===== src/rtl/devision_pkg.sv =====
// Shared types and constants for the repeated-subtraction divider controller.
package devision_pkg;

  // Default operand width. It must match the datapath bus width.
  localparam int unsigned DefaultN = 5;

  // FSM state encoding: 3-bit binary.
  typedef enum logic [2:0] {
    StIdle = 3'd0,
    StLa   = 3'd1,
    StLb   = 3'd2,
    StChk  = 3'd3,
    StSub  = 3'd4,
    StWb   = 3'd5,
    StDone = 3'd6
  } state_e;

  // Control bundle decoded from a state.
  // err is kept out of this bundle because it is held across states.
  typedef struct packed {
    logic lda;
    logic ldb;
    logic clrp;
    logic incp;
    logic selin;
    logic busy;
    logic done;
  } ctrl_t;

  // Largest iteration count that an N-bit counter can represent without wrapping.
  function automatic int unsigned max_iter(input int unsigned n);
    return (32'd1 << n) - 32'd1;
  endfunction

  // Moore decode of the datapath controls for each state.
  function automatic ctrl_t decode_ctrl(input state_e st);
    ctrl_t c;
    c = '0;
    unique case (st)
      StIdle: c = '0;
      StLa: begin
        c.lda  = 1'b1;
        c.busy = 1'b1;
      end
      StLb: begin
        c.ldb  = 1'b1;
        c.clrp = 1'b1;
        c.busy = 1'b1;
      end
      StChk: c.busy = 1'b1;
      StSub: begin
        c.selin = 1'b1;
        c.incp  = 1'b1;
        c.busy  = 1'b1;
      end
      StWb: begin
        c.lda  = 1'b1;
        c.busy = 1'b1;
      end
      StDone: begin
        c.done = 1'b1;
        c.busy = 1'b1;
      end
      default: c = '0;
    endcase
    return c;
  endfunction

endpackage


===== src/rtl/devision_controller_if.sv =====
// Handshake and control bundle between a requester/datapath and the divider controller.
interface devision_controller_if #(
  parameter int unsigned N = devision_pkg::DefaultN
) ();

  logic         start;
  logic [N-1:0] data_in;
  logic         lt;
  logic         gt;
  logic         eq;
  logic         lda;
  logic         ldb;
  logic         clrp;
  logic         incp;
  logic         selin;
  logic         busy;
  logic         done;
  logic         err;

  // Environment side: the requester plus the datapath compare outputs.
  modport master (
    output start, data_in, lt, gt, eq,
    input  lda, ldb, clrp, incp, selin, busy, done, err
  );

  // Controller side.
  modport slave (
    input  start, data_in, lt, gt, eq,
    output lda, ldb, clrp, incp, selin, busy, done, err
  );

endinterface


===== src/rtl/devision_controller.sv =====
// Control FSM for the repeated-subtraction divider. The quotient accumulates in the
// datapath's P register and the remainder is left in A. A zero divisor and an
// exhausted iteration budget both finish with err set.
module devision_controller
  import devision_pkg::*;
#(
  parameter int unsigned N        = DefaultN,
  parameter int unsigned MAX_ITER = max_iter(N)
) (
  input logic                 clk,
  input logic                 rst,
  devision_controller_if.slave bus
);

  localparam logic [N-1:0] MaxIterC = N'(MAX_ITER);

  state_e       state_q, state_d;
  ctrl_t        ctrl_q;
  logic [N-1:0] iter_q;
  logic         zero_q;
  logic         err_q;
  logic         err_set;
  logic         cap_hit;

  // The compare outputs other than lt carry no information the FSM needs.
  logic unused_cmp;
  assign unused_cmp = bus.gt ^ bus.eq;

  assign cap_hit = (iter_q == MaxIterC);

  // Next-state selection and detection of the two error exits.
  always_comb begin
    state_d = state_q;
    err_set = 1'b0;
    unique case (state_q)
      StIdle: if (bus.start) state_d = StLa;
      StLa:   state_d = StLb;
      StLb: begin
        if (zero_q) begin
          state_d = StDone;
          err_set = 1'b1;
        end else begin
          state_d = StChk;
        end
      end
      StChk: begin
        if (bus.lt) begin
          state_d = StDone;
        end else if (cap_hit) begin
          state_d = StDone;
          err_set = 1'b1;
        end else begin
          state_d = StSub;
        end
      end
      StSub:   state_d = StWb;
      StWb:    state_d = StChk;
      StDone:  state_d = StIdle;
      default: state_d = StIdle;
    endcase
  end

  // State, registered controls, zero-divisor flag, iteration counter and err.
  // The controls are registered from the next state, so they stay a pure
  // function of the current state without a decode stage on the outputs.
  always_ff @(posedge clk) begin
    if (rst) begin
      state_q <= StIdle;
      ctrl_q  <= '0;
      iter_q  <= '0;
      zero_q  <= 1'b0;
      err_q   <= 1'b0;
    end else begin
      state_q <= state_d;
      ctrl_q  <= decode_ctrl(state_d);

      // The divisor is on data_in only during the load-A cycle.
      if (state_q == StLa) begin
        zero_q <= (bus.data_in == '0);
      end

      if (state_q == StLb) begin
        iter_q <= '0;
      end else if (state_q == StSub && iter_q != '1) begin
        iter_q <= iter_q + 1'b1;
      end

      if (state_q == StIdle && bus.start) begin
        err_q <= 1'b0;
      end else if (err_set) begin
        err_q <= 1'b1;
      end
    end
  end

  assign bus.lda   = ctrl_q.lda;
  assign bus.ldb   = ctrl_q.ldb;
  assign bus.clrp  = ctrl_q.clrp;
  assign bus.incp  = ctrl_q.incp;
  assign bus.selin = ctrl_q.selin;
  assign bus.busy  = ctrl_q.busy;
  assign bus.done  = ctrl_q.done;
  assign bus.err   = err_q;

endmodule


===== src/flat_wrapper.sv =====
// flat-port wrapper written by rule: the top's interface ports become plain ports
module devision_controller_flat import devision_pkg::*;
#(
  parameter int unsigned N        = DefaultN,
  parameter int unsigned MAX_ITER = max_iter(N)
)
  (clk, rst, bus_start, bus_data_in, bus_lt, bus_gt, bus_eq, bus_lda, bus_ldb, bus_clrp, bus_incp, bus_selin, bus_busy, bus_done, bus_err);
  devision_controller_if #(.N(N)) bus_i ();
  input logic clk;
  input logic rst;
  input wire logic [$bits(bus_i.start)-1:0] bus_start;
  input wire logic [$bits(bus_i.data_in)-1:0] bus_data_in;
  input wire logic [$bits(bus_i.lt)-1:0] bus_lt;
  input wire logic [$bits(bus_i.gt)-1:0] bus_gt;
  input wire logic [$bits(bus_i.eq)-1:0] bus_eq;
  output wire logic [$bits(bus_i.lda)-1:0] bus_lda;
  output wire logic [$bits(bus_i.ldb)-1:0] bus_ldb;
  output wire logic [$bits(bus_i.clrp)-1:0] bus_clrp;
  output wire logic [$bits(bus_i.incp)-1:0] bus_incp;
  output wire logic [$bits(bus_i.selin)-1:0] bus_selin;
  output wire logic [$bits(bus_i.busy)-1:0] bus_busy;
  output wire logic [$bits(bus_i.done)-1:0] bus_done;
  output wire logic [$bits(bus_i.err)-1:0] bus_err;
  assign bus_i.start = bus_start;
  assign bus_i.data_in = bus_data_in;
  assign bus_i.lt = bus_lt;
  assign bus_i.gt = bus_gt;
  assign bus_i.eq = bus_eq;
  assign bus_lda = bus_i.lda;
  assign bus_ldb = bus_i.ldb;
  assign bus_clrp = bus_i.clrp;
  assign bus_incp = bus_i.incp;
  assign bus_selin = bus_i.selin;
  assign bus_busy = bus_i.busy;
  assign bus_done = bus_i.done;
  assign bus_err = bus_i.err;
  devision_controller #(.N(N), .MAX_ITER(MAX_ITER)) u_core (.clk(clk), .rst(rst), .bus(bus_i));
endmodule

===== config.mk =====
export PLATFORM = sky130hd
export DESIGN_NAME = devision_controller_flat
export DESIGN_NICKNAME = d
export VERILOG_FILES = /design/src/rtl/devision_pkg.sv /design/src/rtl/devision_controller_if.sv /design/src/rtl/devision_controller.sv /design/src/flat_wrapper.sv
export SDC_FILE = /design/constraint.sdc
export NUM_CORES = 1
export LEC_CHECK = 0
export BUFFER_PORTS_ARGS = -buffer_cell sky130_fd_sc_hd__buf_2
export CAP_MARGIN = 20
export CORE_MARGIN = 1.5
export CORE_UTILIZATION = 43
export DETAILED_ROUTE_END_ITERATION = 16
export PLACE_DENSITY_LB_ADDON = 0.15
export SLEW_MARGIN = 10
export SYNTH_ARGS = -nofsm -noshare
export SYNTH_HDL_FRONTEND = slang
export SYNTH_SLANG_ARGS = --single-unit
export TNS_END_PERCENT = 5

===== constraint.sdc =====
create_clock -name clk -period 1.95 [get_ports clk]
set_clock_uncertainty 0.15 [all_clocks]
set_input_delay 0.195 -clock clk [delete_from_list [all_inputs] [get_ports clk]]
set_output_delay 0.195 -clock clk [all_outputs]
set_load 0.01 [all_outputs]

==> qor.log <==
qor: global_route.global_route.overflow_total 0
qor: timing.report.final.slew_viol_count 0
qor: worst_setup_path.path_class reg2reg
qor: timing.finalHoldViolCount 0
qor: synth.fraction_of_the_yosys_area_taken_by_sequential_cells 45.3%
qor: worst_setup_path.required_time_of_the_worst_setup_path 2.01 ns
qor: routing.route.detailed.wl_per_inst 11.9 um
qor: global_route.grt_util_all_layers 15.7%
qor: routing.dr.first_iter.drc_count 16
qor: clock_network.cts_sinks 15
qor: floorplanning.num_io_pins 19
qor: floorplanning.dieWidth 42.3 um
qor: synth.synthesis.area_per_instance 9.21 um^2
qor: timing.finalWorstSetupSlack -0.0298 ns
qor: global_route.antenna_found_initial 0
qor: worst_setup_path.crit_fanout 5
qor: cells_and_area.final_util 60.4%
qor: clock_network.post_cts.repair.setup_buffers 0
qor: floorplanning.die_area 1790 um^2
qor: routing.wl 1.27 mm
qor: synth.postSynthRegisterBits 15
qor: power.power.internal 0.000443 W
qor: synth.synth_flop_cell dfxtp_1
qor: cells_and_area.stdcell_area 826 um^2
qor: routing.number_of_iterations_in_the_first_detailed_routing_pass 4
qor: clock_network.cts_hold_buffers 0
qor: timing.rsz0062_at_grt yes
qor: power.power.sequential.fraction 56.4%
qor: clock_network.cts_root_buffer clkbuf_4
qor: placement.post-dp-hpwl 891 um
qor: cells_and_area.finish.net_count 106
qor: floorplanning.core.rowCount 13
qor: power.power_switching 0.000162 W
qor: routing.via_count 577
qor: worst_hold_path.hold_path_class in2reg
qor: power.combinationalPowerShare 15.2%
qor: floorplanning.core_area 1370 um^2
qor: worst_setup_path.start_kind register
qor: synth.post_synth_inst_count 72
qor: cells_and_area.area_growth_from_synthesis_to_layout 24.5%
qor: outcome.status finished, violations left
qor: placement.place.port_buffers 16
qor: power.cellLeakagePower 0.335 nW
qor: global_route.via_count_of_the_first_global_routing_pass 502
qor: cells_and_area.most-common-layout-cells buf_2 (16), dfxtp_1 (13), nand2_1 (6), a21oi_1 (6), nor2_1 (6)
qor: clock_network.path_clk_slew 0.09 ns
qor: timing.achievable-frequency 505 MHz
qor: cells_and_area.fill_cells 132
qor: timing.max_slew.worst_pin.slew 0.362 ns
qor: worst_setup_path.setup.worst_path.end_class register
qor: synth.synth-warning-count 0
qor: power.power_frac_clock 28.5%
qor: global_route.first_pass_grt_wire_length 2.16 mm
qor: synth.yosysUniqueCellTypes 32
qor: synth.synth-edff-count 0
qor: placement.finalWeightedCongestion 0.763
qor: worst_setup_path.worstPathArrival 2.04 ns
qor: run.maxCapViolCount 0
qor: power.power_density 732 nW/um^2
qor: routing.drc_violation_count_after_routing 0
qor: floorplanning.initial_core_util 48.5%
qor: timing.setup_viol 2
qor: synth.syn-num-nets 85
qor: outcome.failed_checks negative setup slack
qor: power.totalPowerFinal 0.000605 W
qor: cells_and_area.sequential_cell_area 303 um^2
qor: cells_and_area.layout_commonest_cell buf_2
qor: timing.max-slew-margin-rel 75.6%
qor: clock_network.cts_tree built
qor: cells_and_area.insertedDiodeCount 0
qor: routing.route.detailed.vias_per_inst 5.39
qor: cells_and_area.layout_cells_sized_above_1 38.0%
qor: clock_network.htreeDepth 1
qor: clock_network.worst_skew_pair.late_latency 0.27 ns
qor: clock_network.cts-buffers-inserted 3
qor: synth.mappedNetlistArea 663 um^2
qor: routing.ant_nets 0
qor: timing.final.min_clock_period 1.98 ns
qor: synth.postSynth.asyncResetShare 0%
qor: global_route.grt_start_max_net_pins 12
qor: cells_and_area.area_of_the_multi_input_gates 352 um^2
qor: floorplanning.floorplan.die.height 42.3 um
qor: placement.place_area 788 um^2
qor: clock_network.max-clock-path-buffers 2
qor: power.max-vdd-ir-drop 0.595 mV
qor: timing.period_share 102%
qor: power.power.switching_fraction 26.8%
## area by class of cell
class	count	area share [%]
Timing Repair Buffer	21	14.2
Sequential cell	15	36.7
Clock buffer	3	2.73
Clock inverter	1	0.606
Tap cell	15	2.27
Inverter	2	0.909
Multi-Input combinational cell	50	42.6
## Yosys cell counts, types with 2 or more instances
| library cell | n | share of area, % |
|---|---|---|
| a21oi_1 | 6 | 4.5 |
| a221oi_1 | 2 | 2.6 |
| buf_4 | 2 | 2.3 |
| clkbuf_1 | 2 | 1.1 |
| dfxtp_1 | 15 | 45 |
| ha_1 | 2 | 3.8 |
| inv_1 | 2 | 1.1 |
| nand2_1 | 6 | 3.4 |
| nor2_1 | 6 | 3.4 |
| nor3_1 | 3 | 2.3 |
| o21ai_0 | 3 | 2.3 |
| or3_1 | 3 | 2.8 |
## registers in the layout, indices dropped and copies added (netlist names)
signal           cells
u_core.iter_q        5
u_core.bus.busy      1
u_core.bus.lda       1
u_core.bus.ldb       1
u_core.zero_q        1
u_core.state_q       3
u_core.bus.incp      1
u_core.bus.done      1
u_core.bus.err       1
## critical path: stages (launching register included)
cell     delay [ns]
dfxtp_2        0.34
ha_4           0.15
and3_4         0.18
ha_4           0.15
or4b_4         0.50
or3_1          0.32
a21oi_1        0.12
## path summary, 6_finish.rpt
| kind | from | end | slack, ns | cells past startpoint |
|---|---|---|---|---|
| max | u_core.iter_q[1] | u_core.iter_q[3] | -0.03 | 6 |
| min reg2reg | u_core.iter_q[4] | u_core.iter_q[4] | 0.35 | 2 |
| min | bus_data_in[4] | u_core.zero_q | 0.03 | 3 |
| max reg2reg | u_core.iter_q[1] | u_core.iter_q[3] | -0.03 | 6 |
## metrics by stage
step	worst slack (ns)	std cells	TNS, ns	hold slack, ns
final	-0.0298	107	-0.0548	0.0345
after CTS	-0.0402	107	-0.0794	0.0254
after detailed placement	-0.0493	103	-0.0616	0.326
after global routing	-0.0862	107	-0.147	0.0445
after global placement	-0.0460	103	-0.0465	0.311
after floorplan	-0.0282	72	-0.0282	0.227
## what timing repair did
| action | in CTS | in global routing |
|---|---|---|
| endpoints found under the setup margin | 2 | 2 |
| resized for setup | 0 | 2 |
| endpoints found under the hold margin | 0 | 0 |
| pin swaps | 1 | 0 |
## cell families after synthesis
family | after synthesis | synth area share (%)
xor+xnor | 1 | 1.32
flops | 15 | 45.3
simple gates | 31 | 27.7
buf+inv | 7 | 6.23
compound gates | 16 | 15.7
fa+ha+maj | 2 | 3.77
## routing by layer
metal  track usage [%]  vias up  part of all wire [%]
li1                  -      295                     -
met2              21.5       22                    43
met5                 0        -                     0
met4              7.50        0                   1.1
met3              2.59        2                   6.4
met1              23.5      258                    50
## power by group through the flow
stage	Sequential [W]	Combinational, W	Clock (W)
floorplan	0.000339	0.0000762	0
global placement	0.000346	0.0000912	0
detailed placement	0.000346	0.0000916	0
CTS	0.000340	0.0000918	0.000181
global route	0.000343	0.000102	0.000195
finish	0.000341	0.0000917	0.000172
No activity file was read; power rests on OpenSTA's default activity.
